==> config.mk <==
export PLATFORM = sky130hd
export DESIGN_NAME = aes_round_seq_flat
export DESIGN_NICKNAME = d
export VERILOG_FILES = /design/src/rtl/aes_round_seq_if.sv /design/src/rtl/aes_round_seq.sv /design/src/flat_wrapper.sv
export SDC_FILE = /design/constraint.sdc
export NUM_CORES = 1
export LEC_CHECK = 0
export ABC_AREA = 0
export BUFFER_PORTS_ARGS = -buffer_cell sky130_fd_sc_hd__buf_4
export CAP_MARGIN = 5
export CORE_AREA = 10 10 295 297
export DETAILED_ROUTE_END_ITERATION = 10
export DIE_AREA = 0 0 305 307
export PLACE_DENSITY_LB_ADDON = 0.2
export SLEW_MARGIN = 0
export SYNTH_ARGS = -nofsm -noshare
export SYNTH_HDL_FRONTEND = slang
export SYNTH_SLANG_ARGS = --single-unit
==> constraint.sdc <==
create_clock -name clk -period 5.18 [get_ports clk]
set_input_delay 1.036 -clock clk [delete_from_list [all_inputs] [get_ports clk]]
set_output_delay 1.036 -clock clk [all_outputs]
set_load 0.01 [all_outputs]
==> src/rtl/aes_round_seq_if.sv <==
// aes_round_seq_if
//   Bundles every non-clock signal of the AES round sequencer.
//   Host handshake : start, din (to sequencer); ready, busy, done, dout (from it)
//   Round-key RAM  : key_addr (from sequencer); key_data (to it)
//   Round datapath : rnd_in, rnd_key, rnd_last (from sequencer); rnd_out (to it)
//   modport slave  : the sequencer's view
//   modport master : the surrounding system's view (host, key RAM, datapath)
interface aes_round_seq_if;
  logic         start;
  logic         ready;
  logic [127:0] din;
  logic         busy;
  logic         done;
  logic [127:0] dout;
  logic [3:0]   key_addr;
  logic [127:0] key_data;
  logic [127:0] rnd_in;
  logic [127:0] rnd_key;
  logic         rnd_last;
  logic [127:0] rnd_out;

  modport slave (
    input  start, din, key_data, rnd_out,
    output ready, busy, done, dout, key_addr, rnd_in, rnd_key, rnd_last
  );

  modport master (
    output start, din, key_data, rnd_out,
    input  ready, busy, done, dout, key_addr, rnd_in, rnd_key, rnd_last
  );
endinterface

==> src/rtl/aes_round_seq.sv <==
// aes_round_seq
//   Sequencer for an iterative AES-128 encryption core. Accepts one plaintext
//   block, applies the initial AddRoundKey itself, then drives NR passes through
//   an external round datapath, fetching round keys from a round-key RAM, and
//   returns the ciphertext with a one-cycle done pulse.
// Parameters
//   NR      : number of rounds (1..15)
//   RND_LAT : round datapath latency in cycles (0..7)
// Ports
//   clk : rising-edge clock
//   rst : synchronous active-high reset, aborts any block in flight
//   bus : aes_round_seq_if.slave (handshake, key RAM and datapath signals)
module aes_round_seq #(
  parameter int NR      = 10,
  parameter int RND_LAT = 2
) (
  input logic            clk,
  input logic            rst,
  aes_round_seq_if.slave bus
);

  typedef enum logic [1:0] {IDLE, LOAD, ROUND, DONE} state_t;

  localparam logic [3:0] NR_L  = 4'(NR);
  localparam logic [2:0] LAT_L = 3'(RND_LAT);

  state_t       state_q, state_d;
  logic [127:0] st_q, st_d;
  logic [127:0] dout_q, dout_d;
  logic [3:0]   key_addr_q, key_addr_d;
  logic [3:0]   r_q, r_d;
  logic [2:0]   c_q, c_d;
  logic         ready_q, ready_d;
  logic         busy_q, busy_d;
  logic         done_q, done_d;
  logic         rnd_last_q, rnd_last_d;

  always_comb begin
    state_d    = state_q;
    st_d       = st_q;
    key_addr_d = key_addr_q;
    r_d        = r_q;
    c_d        = c_q;

    case (state_q)
      IDLE: begin
        if (bus.start) begin
          st_d       = bus.din;
          key_addr_d = 4'd0;
          state_d    = LOAD;
        end
      end

      LOAD: begin
        st_d       = st_q ^ bus.key_data;
        key_addr_d = 4'd1;
        r_d        = 4'd1;
        c_d        = 3'd0;
        state_d    = ROUND;
      end

      ROUND: begin
        // st and key_addr stay frozen until the capture cycle so the datapath
        // sees stable operands for the full round.
        if (c_q == LAT_L) begin
          st_d = bus.rnd_out;
          c_d  = 3'd0;
          if (r_q == NR_L) begin
            state_d = DONE;
          end else begin
            r_d        = r_q + 4'd1;
            key_addr_d = r_q + 4'd1;
          end
        end else begin
          c_d = c_q + 3'd1;
        end
      end

      DONE: begin
        state_d = IDLE;
      end

      default: begin
        state_d = IDLE;
      end
    endcase

    // Outputs are decoded from the next state so they come straight off flops.
    ready_d    = (state_d == IDLE);
    busy_d     = (state_d != IDLE);
    done_d     = (state_d == DONE);
    dout_d     = (state_d == DONE) ? st_d : dout_q;
    rnd_last_d = (state_d == ROUND) && (r_d == NR_L);
  end

  always_ff @(posedge clk) begin
    if (rst) begin
      state_q    <= IDLE;
      st_q       <= '0;
      dout_q     <= '0;
      key_addr_q <= 4'd0;
      r_q        <= 4'd0;
      c_q        <= 3'd0;
      ready_q    <= 1'b1;
      busy_q     <= 1'b0;
      done_q     <= 1'b0;
      rnd_last_q <= 1'b0;
    end else begin
      state_q    <= state_d;
      st_q       <= st_d;
      dout_q     <= dout_d;
      key_addr_q <= key_addr_d;
      r_q        <= r_d;
      c_q        <= c_d;
      ready_q    <= ready_d;
      busy_q     <= busy_d;
      done_q     <= done_d;
      rnd_last_q <= rnd_last_d;
    end
  end

  assign bus.ready    = ready_q;
  assign bus.busy     = busy_q;
  assign bus.done     = done_q;
  assign bus.dout     = dout_q;
  assign bus.key_addr = key_addr_q;
  assign bus.rnd_in   = st_q;
  assign bus.rnd_key  = bus.key_data;
  assign bus.rnd_last = rnd_last_q;

endmodule

==> src/flat_wrapper.sv <==
// flat-port wrapper written by rule: the top's interface ports become plain ports
module aes_round_seq_flat 
#(
  parameter int NR      = 10,
  parameter int RND_LAT = 2
)
  (clk, rst, bus_start, bus_din, bus_key_data, bus_rnd_out, bus_ready, bus_busy, bus_done, bus_dout, bus_key_addr, bus_rnd_in, bus_rnd_key, bus_rnd_last);
  aes_round_seq_if bus_i ();
  input logic clk;
  input logic rst;
  input wire logic [$bits(bus_i.start)-1:0] bus_start;
  input wire logic [$bits(bus_i.din)-1:0] bus_din;
  input wire logic [$bits(bus_i.key_data)-1:0] bus_key_data;
  input wire logic [$bits(bus_i.rnd_out)-1:0] bus_rnd_out;
  output wire logic [$bits(bus_i.ready)-1:0] bus_ready;
  output wire logic [$bits(bus_i.busy)-1:0] bus_busy;
  output wire logic [$bits(bus_i.done)-1:0] bus_done;
  output wire logic [$bits(bus_i.dout)-1:0] bus_dout;
  output wire logic [$bits(bus_i.key_addr)-1:0] bus_key_addr;
  output wire logic [$bits(bus_i.rnd_in)-1:0] bus_rnd_in;
  output wire logic [$bits(bus_i.rnd_key)-1:0] bus_rnd_key;
  output wire logic [$bits(bus_i.rnd_last)-1:0] bus_rnd_last;
  assign bus_i.start = bus_start;
  assign bus_i.din = bus_din;
  assign bus_i.key_data = bus_key_data;
  assign bus_i.rnd_out = bus_rnd_out;
  assign bus_ready = bus_i.ready;
  assign bus_busy = bus_i.busy;
  assign bus_done = bus_i.done;
  assign bus_dout = bus_i.dout;
  assign bus_key_addr = bus_i.key_addr;
  assign bus_rnd_in = bus_i.rnd_in;
  assign bus_rnd_key = bus_i.rnd_key;
  assign bus_rnd_last = bus_i.rnd_last;
  aes_round_seq #(.NR(NR), .RND_LAT(RND_LAT)) u_core (.clk(clk), .rst(rst), .bus(bus_i));
endmodule
After elaboration in Yosys (flattened, before gate mapping)
Index checks and enable logic that the tools add are counted.

word-level totals
  memories = 0
  input bits = 387
  logic and storage cells = 47
  bits in registers = 273
  output and inout port bits = 392
  RAM bits = 0
  latch bits = 0
  ROM bits = 0

cells by class
  bitwise operators = 1
  $lt $le $gt $ge = 0
  reduce and logical (&&, ||, !) cells = 7
  multiply operators = 0
  shift operators = 0
  add/subtract/negate cells = 2
  divide/modulo/power cells = 0
  equality and inequality tests = 11
  multiplexer cells = 16

operators with widths
  cell                   number
  $pmux W128 S3          1
  $mux W128              2
  $xor A128 B128 Y128    1
  $mux W4                5
  $pmux W4 S3            1
  $eq A2 B2 Y1 const B   4
  $eq A4 B4 Y1 const B   2
  $pmux W2 S4            1
  $pmux W4 S2            1
  $mux W2                3
  $pmux W3 S2            1
  $add A4 B1 Y4 const B  1
  $logic_not A2 Y1       2
  $ne A2 B2 Y1 const B   2
  $reduce_and A4 Y1      1
  $reduce_bool A2 Y1     2
  $add A3 B1 Y3 const B  1
  $eq A3 B2 Y1 const B   1
  $mux W3                1
  $reduce_bool A3 Y1     1
  $eq A2 B1 Y1 const B   1
  $ne A2 B1 Y1 const B   1
  $logic_and A1 B1 Y1    1

Depth between registers and ports, before layout
Gate-level depths: netlist of run 1.

  depth in word-level cells = 6
  gate-level depth with buffers = 9
  mapped depth without buffers = 6

Least setup slack after synthesis of run 1
Ideal clock, no wire load.

  path kind = input port to flip-flop
  start point = input bus_start
  end point = register u_core.dout_q[49] (netlist: u_core.bus.dout[49])
  arrival = 2187 ps
  slack = 2851 ps
  path buffers = 2
  required time = 5038 ps
  stages = 6
  setup time = 142 ps
  path through = and3b_1 -> buf_2 -> buf_2 -> a32o_1 -> a2111oi_0 -> a211oi_1

between the ends
  cells in the longest elaborated chain, start to end = 3
  elaborated cells on any way between the ends = 5

RTL lines
  item                  RTL line              source
  from (decl)           flat_wrapper.sv:11    input wire logic [$bits(bus_i.start)-1:0] bus_start;
  $mux W2               aes_round_seq.sv:47   if (bus.start) begin
  $pmux W2 S4           aes_round_seq.sv:45   case (state_q)
  $eq A2 B2 Y1          aes_round_seq.sv:92   dout_d = (state_d == DONE) ? st_d : dout_q;
  to (signal assigned)  aes_round_seq.sv:111  dout_q <= dout_d;
  to (decl)             aes_round_seq.sv:29   logic [127:0] dout_q, dout_d;

Parallel ways exist; a longest one is shown, timed or not.
A chain may end at the register's enable or synchronous reset.

Worst setup path in the final report of run 1
  start point = register u_core.state_q[0]
  end point = register u_core.dout_q[101] (netlist: u_core.bus.dout[101])

between the ends
  cells in the longest elaborated chain, start to end = 4
  elaborated cells on any way between the ends = 10

RTL lines
  item                    RTL line              source
  from (decl)             aes_round_seq.sv:27   state_t state_q, state_d;
  from (signal assigned)  aes_round_seq.sv:109  state_q <= state_d;
  $mux W2                 aes_round_seq.sv:68   if (r_q == NR_L) begin
  $mux W2                 aes_round_seq.sv:65   if (c_q == LAT_L) begin
  $pmux W2 S4             aes_round_seq.sv:45
  $eq A2 B2 Y1            aes_round_seq.sv:92

Parallel ways exist; a longest one is shown, timed or not.

==> results of run 1 <==
-- critical path: cells and delay by family, from the launching register on --
family | cells | cell delay [ps]
simple gates | 2 | 790
fa+ha+maj | 1 | 920
buf+inv | 2 | 660
compound gates | 2 | 530
flops | 1 | 380
-- Yosys cell counts, drive strengths merged (2+ instances only) --
| cell | count | area share |
|---|---|---|
| o22ai | 6 | 0.0025 |
| nor2b | 5 | 0.0021 |
| a311oi | 120 | 0.069 |
| and2 | 5 | 0.0021 |
| nor4 | 2 | 0.0012 |
| inv | 10 | 0.0025 |
| nand2 | 139 | 0.034 |
| o2111ai | 2 | 0.0012 |
| o211ai | 2 | 0.0013 |
| and3b | 2 | 0.0012 |
| nand3b | 2 | 0.00099 |
| a221oi | 120 | 0.069 |
| nor2 | 139 | 0.034 |
| or4 | 4 | 0.0020 |
| nor3b | 3 | 0.0015 |
| buf | 207 | 0.089 |
| nor3 | 2 | 0.00066 |
| ha | 7 | 0.0058 |
| o2111a | 121 | 0.090 |
| nand2b | 9 | 0.0037 |
| clkbuf | 95 | 0.023 |
| a21oi | 258 | 0.085 |
| a211oi | 8 | 0.0039 |
| a2111oi | 6 | 0.0035 |
| o21ai | 12 | 0.0039 |
| dfxtp | 273 | 0.36 |
| mux2 | 120 | 0.089 |
| a32o | 6 | 0.0039 |
| nand4 | 2 | 0.00082 |
| nand3 | 2 | 0.00066 |
-- worst max path at each step --
stage	from	end	slack [ps]
2_1_floorplan	bus_start	u_core.bus.dout[49]	2850
3_3_place_gp	u_core.state_q[0]	u_core.bus.dout[49]	1620
3_5_place_dp	u_core.state_q[0]	u_core.bus.dout[49]	1580
4_1_cts	u_core.state_q[0]	u_core.bus.dout[49]	1540
5_1_grt	u_core.state_q[0]	u_core.bus.rnd_last	1310
6_report	u_core.state_q[0]	u_core.bus.dout[101]	1590
-- final cells by class --
class	instances	area, µm²	area share
Multi-Input combinational cell	1122	8060	0.365
Timing Repair Buffer	798	6060	0.275
Sequential cell	273	5470	0.248
Tap cell	1070	1340	0.0606
Clock buffer	47	961	0.0435
Clock inverter	12	149	0.00674
Inverter	10	40.0	0.00181
Antenna cell	1	2.50	0.000113
-- registers in the layout (all words and copies together) (netlist names) --
name / count
u_core.bus.key_addr: 4
u_core.bus.ready: 1
u_core.r_q: 4
u_core.bus.rnd_last: 1
u_core.c_q: 3
u_core.state_q: 2
u_core.bus.rnd_in: 128
u_core.bus.busy: 1
u_core.bus.done: 1
u_core.bus.dout: 128
-- where the power goes --
group	switching (µW)	leakage, µW	internal (µW)
Combinational	1770	0.00633	1340
Sequential	353	0.00224	2470
Clock	960	0.000545	1450
Total	3080	0.00911	5260
-- kinds of logic after synthesis --
logic type | synth area share
AOI/OAI and AO/OA | 0.340
xor gates and xnor gates | 0.00115
adders and majority gates | 0.00576
buffers and inverters | 0.115
DFF | 0.359
muxes | 0.0895
and+or+nand+nor | 0.0894
-- metrics by stage --
step           cell area (µm²)  power (µW)   util  worst slack [ps]
6_report                 22100        8340  0.271              1590
3_3_place_gp             21000        5990  0.258              1620
5_1_grt                  22100        8860  0.271              1310
4_1_cts                  22100        8500  0.271              1540
2_1_floorplan            15200        4460      -              2850
3_5_place_dp             21000        6030  0.258              1580
-- per-layer routing --
metal,GRT usage,wire (µm),vias to the layer above
met4,0.0395,1620,0
met3,0.0427,5390,75
met2,0.288,41000,595
met1,0.179,31300,7806
li1,-,-,7606
met5,0,0,-
-- layout by cell type, fill, tap and decap left out, drive strengths merged, types with 2 or more instances in the layout --
cell     Yosys  routed
nor4         2       2
ha           7       7
nor2b        5       5
a32o         6       6
inv         10      13
a311oi     120     120
o211ai       2       2
clkbuf      95      47
a2111oi      6       6
nand4        2       2
o22ai        6       6
or4          4       4
nand2b       9       9
o2111a     121     121
nand3        2       2
a21oi      258     258
o2111ai      2       2
a221oi     120     120
nor3         2       2
nor2       139     139
nand3b       2       2
mux2       120     120
a211oi       8       8
and3b        2       2
and2         5       5
clkinv       0       5
nand2      139     139
nor3b        3       3
bufinv       0       3
dfxtp      273     273
o21ai       12      12
buf        207     798
==> summary.md, run 1 <==
| Metric | Value |
|---|---|
| H-tree levels | 2 |
| Hold Vio Cnt, Final | 0 |
| Asr flop ratio synth | 0 |
| Status | finished clean |
| Remaining antenna violation count | 0 |
| Die width | 305 µm |
| Die ar. | between 90000 and 100000 µm² |
| Clock Skew | between 20 and 30 ps |
| Min-delay src | u_core.bus.key_addr[3] |
| Via density | slightly below 5 |
| GPL Wtd Cong | approximately 0.85 |
| Crit Path Class | flop to flop |
| RR Endpoint | u_core.bus.dout[101] |
| Cell Chain, Critical Path | inv_1 > ha_4 > nand4bb_4 > o311ai_4 > and2_4 > buf_4 > a311oi_1 |
| FP Rows | ~110 |
| Core Area | 81300 µm² |
| Slowest-stage cell, CP | ha_4 |
| Grt ovf | 0 |
| Worst-path clk slew | about 60 ps |
| CTS Sinks | approximately 270 |
| Synth Net Count | 2101 |
| Skew-Pair Late Insertion Delay | ~550 ps |
| Layout Nets | about 2600 |
| Share of cells above drive strength 1 | 0.434 |
| Syn Inst Count | approximately 1700 |
| Peak Freq | 279 MHz |
| Starting Density | 0.187 |
| DR pass1 iterations | 4 |
| Detailed Route Iter0 Violations | around 880 |
| Hold depth | 2 |
| Setup_tns | 0 ps |
| Slowest stage delay, CP | between 900 and 1000 ps |
| I/O pins | between 700 and 800 |
| Post-synth top flop | dfxtp_1 |
| Synthesized flop and latch total | around 270 |
| Max-cap violations | 0 |
| Global-route wire length before repair | roughly 110 mm |
| Vias in the first global route | approximately 17000 |
| WL final | 79.3 mm |
| Max-slew headroom | 0.239 |
| Clk buf depth | 3 |
| CTS-repair resized insts | 0 |
| RSZ-0062 raised after global routing | no |
| Peak supply drop | roughly 0.23 mV |
| RR Startpoint | u_core.state_q[0] |
| Avg WL per Cell | about 24 µm |
| Mapped cell area | around 15000 µm² |
| CP Launch Type | flop |
| Cells after DPL | about 3300 |
| Die height | slightly above 300 µm |
| CTS tree | done |
| WP data arrival | 3970 ps |
| # hold bufs at CTS | 0 |
| Register area share after synthesis | 0.359 |
| CTS root buf | clkbuf_16 |
| Hold Path Class | flop to flop |
| Min Hold Slack | 486 ps |
| Total number of yosys warnings | 0 |
| Num CTS Buffers | 35 |
| Final worst path period need | between 3000 and 4000 ps |
| Part of the cycle the worst path needs | 0.693 |
| Power density cells | roughly 380 nW/µm² |
| Fill count | between 8000 and 9000 |
| Port Buffers | about 800 |
| Worst Path Max Fanout | 80 |
| Measured slew at the worst slew-check pin | 1140 ps |
| Remaining DRCs | 0 |
| Detailed Place HPWL | between 50 and 60 mm |
| Post-CTS setup buffers | 0 |
| Non-filler cells, final | approximately 3300 |
| Cells on worst reg2reg path | 7 |
| Distinct cells, synth | 53 |
| Initial antenna violation count | 2 |
| All-layer global routing usage | 0.158 |
| Worst Hold End | u_core.bus.key_addr[3] |
| WP data required | 5560 ps |
| Final setup viols | 0 |
| Number of flops mapped to enable cells by yosys | 0 |
| Largest net degree at the start of global routing | about 130 |
| Area grow syn2layout | 45.1% |
| CP endpoint kind | flop |
| Pleak | 0.00911 µW |
| R2R Setup Slk | 1590 ps |
| Syn avg cell area | between 8 and 9 µm² |
| Pins Over Slew Limit | 0 |
| Via count | about 16000 |
Power figures use the tool's default switching activity.
==> run 2, diff against run 1 <==
Clock period 5.18 ns to 3.4 ns, I/O delays scaled along.
==> run 2 against run 1 <==
Against the previous run: worst hold slack got worse by 33 ps; design area increased by 1.4%; worst setup slack got worse by 930 ps; first-iteration DRC count decreased by 15%; total power increased by 56%; count of clock-buffer cells in the layout increased by 8; critical path depth unchanged; largest cell class unchanged.
==> summary.md, run 2 (same netlist as run 1, synthesis figures left out) <==
| Metric | Value |
|---|---|
| Peak supply drop | approximately 0.23 mV |
| WP data arrival | 3110 ps |
| Grt ovf | 0 |
| CP endpoint kind | flop |
| DR pass1 iterations | 5 |
| All-layer global routing usage | 0.158 |
| Largest net degree at the start of global routing | 80 |
| Most frequent cells in the layout | 792 x buf_4, 273 x dfxtp_1, 258 x a21oi_1 |
| Area grow syn2layout | 47.2% |
| Vias in the first global route | 16900 |
| Detailed Place HPWL | approximately 60 mm |
| Cells on worst reg2reg path | 7 |
| Non-filler cells, final | about 3300 |
| Post-CTS setup buffers | 0 |
| WL final | between 70 and 80 mm |
| Pins Over Slew Limit | 0 |
| Num CTS Buffers | 36 |
| Status | finished clean |
| Hold depth | 3 |
| CP Launch Type | flop |
| Final worst path period need | about 2700 ps |
| Global-route wire length before repair | ~110 mm |
| CTS tree | done |
| Skew-Pair Late Insertion Delay | 530 ps |
| Detailed Route Iter0 Violations | around 750 |
| Part of the cycle the worst path needs | 0.804 |
| R2R Setup Slk | between 600 and 700 ps |
| Clock Skew | approximately 24 ps |
| GPL Wtd Cong | ~0.86 |
| RR Startpoint | u_core.state_q[0] |
| Remaining DRCs | 0 |
| RSZ-0062 raised after global routing | no |
| Fin area | roughly 22000 µm² |
| FP Rows | approximately 110 |
| Pleak | 0.00924 µW |
| H-tree levels | 2 |
| Remaining antenna violation count | 0 |
| Via density | between 4 and 5 |
| RR Endpoint | u_core.bus.dout[39] |
| Worst-path clk slew | about 60 ps |
| CTS Sinks | approximately 270 |
| Measured slew at the worst slew-check pin | 714 ps |
| Cells after DPL | ~3300 |
| Die width | 305 µm |
| Clk buf depth | 3 |
| CTS-repair resized insts | 0 |
| Layout Nets | about 2600 |
| I/O pins | 779 |
| Worst Hold End | u_core.bus.rnd_in[81] |
| Initial antenna violation count | 3 |
| Core Area | a little over 80000 µm² |
| Commonest non-fill, non-tap cell in the layout | buf_4 |
| Setup_tns | 0 ps |
| Hold Path Class | primary input to flop |
| Max-slew headroom | 0.524 |
| Die height | ~310 µm |
| Avg WL per Cell | roughly 24 µm |
| Die ar. | between 90000 and 100000 µm² |
| Via count | 16100 |
| Port Buffers | roughly 780 |
| Post-layout util | 0.275 |
| Starting Density | 0.187 |
| Max-cap violations | 0 |
| WP data required | 3780 ps |
| # hold bufs at CTS | 0 |
| CTS root buf | clkbuf_16 |
| Placement Cell Area | around 21000 µm² |
| Share of cells above drive strength 1 | 0.436 |
| Power density cells | roughly 580 nW/µm² |
| Worst Path Max Fanout | just over 70 |
| Min-delay src | bus_din[81] |
| Hold Vio Cnt, Final | 0 |
| Final setup viols | 0 |
| Peak Freq | approximately 370 MHz |
| Crit Path Class | flop to flop |
-- run 2: changes by cell type in the layout (fill, tap and decap cells not counted) --
cell,previous run,this run
clkinvlp_4,1,2
clkbuf_8,4,6
clkbuf_1,8,12
clkbuf_16,35,37
clkinv_4,0,2
buf_12,5,17
inv_6,3,0
clkinv_2,5,1
-- run 2: worst max path at each step --
stage | from | endpoint | depth (start not counted)
after floorplan | bus_start | u_core.bus.dout[49] | 6
final | u_core.state_q[0] | u_core.bus.dout[39] | 7
after detailed placement | u_core.state_q[0] | u_core.bus.dout[95] | 5
after CTS | u_core.state_q[0] | u_core.bus.dout[95] | 5
after global placement | u_core.state_q[0] | u_core.bus.dout[92] | 5
after global routing | u_core.state_q[0] | u_core.bus.dout[113] | 7
-- run 2: per-stage QoR --
stage | hold WS [ps] | setup slack (ps) | power [µW]
finish | 453 | 665 | 13000
global route | 430 | 498 | 13700
CTS | 401 | 602 | 13200
detailed placement | 483 | 621 | 9320
global placement | 475 | 719 | 9260
floorplan | 494 | 1430 | 6800
-- run 2: where the power goes --
group	internal, µW	total (µW)	switching [µW]
registers	3760	4300	537
logic	2130	4850	2720
clock network	2360	3820	1460
-- run 2: metal layers --
layer | vias to the layer above | global-route usage | routed length [µm]
met5 | - | 0 | 16
met4 | 4 | 0.0406 | 1770
met3 | 79 | 0.0468 | 5830
met2 | 575 | 0.294 | 41600
met1 | 7816 | 0.173 | 30600
li1 | 7606 | - | -
-- run 2: area by class of cell --
type                       count  area (µm²)
multi-input combinational   1122        8060
clock inverter                 8         128
antenna                        1        2.50
fill                        8719       58900
clock buffer                  55        1050
timing repair buffer         810        6300
tap                         1070        1340
sequential                   273        5470
inverter                      10        40.0
-- run 2: worst max-delay path, cell delays in order (launching register included) --
cell	delay [ps]
dfxtp_1	370
inv_1	210
ha_4	480
nand4bb_4	180
o311ai_4	470
and2_4	260
buf_12	290
a311oi_1	180
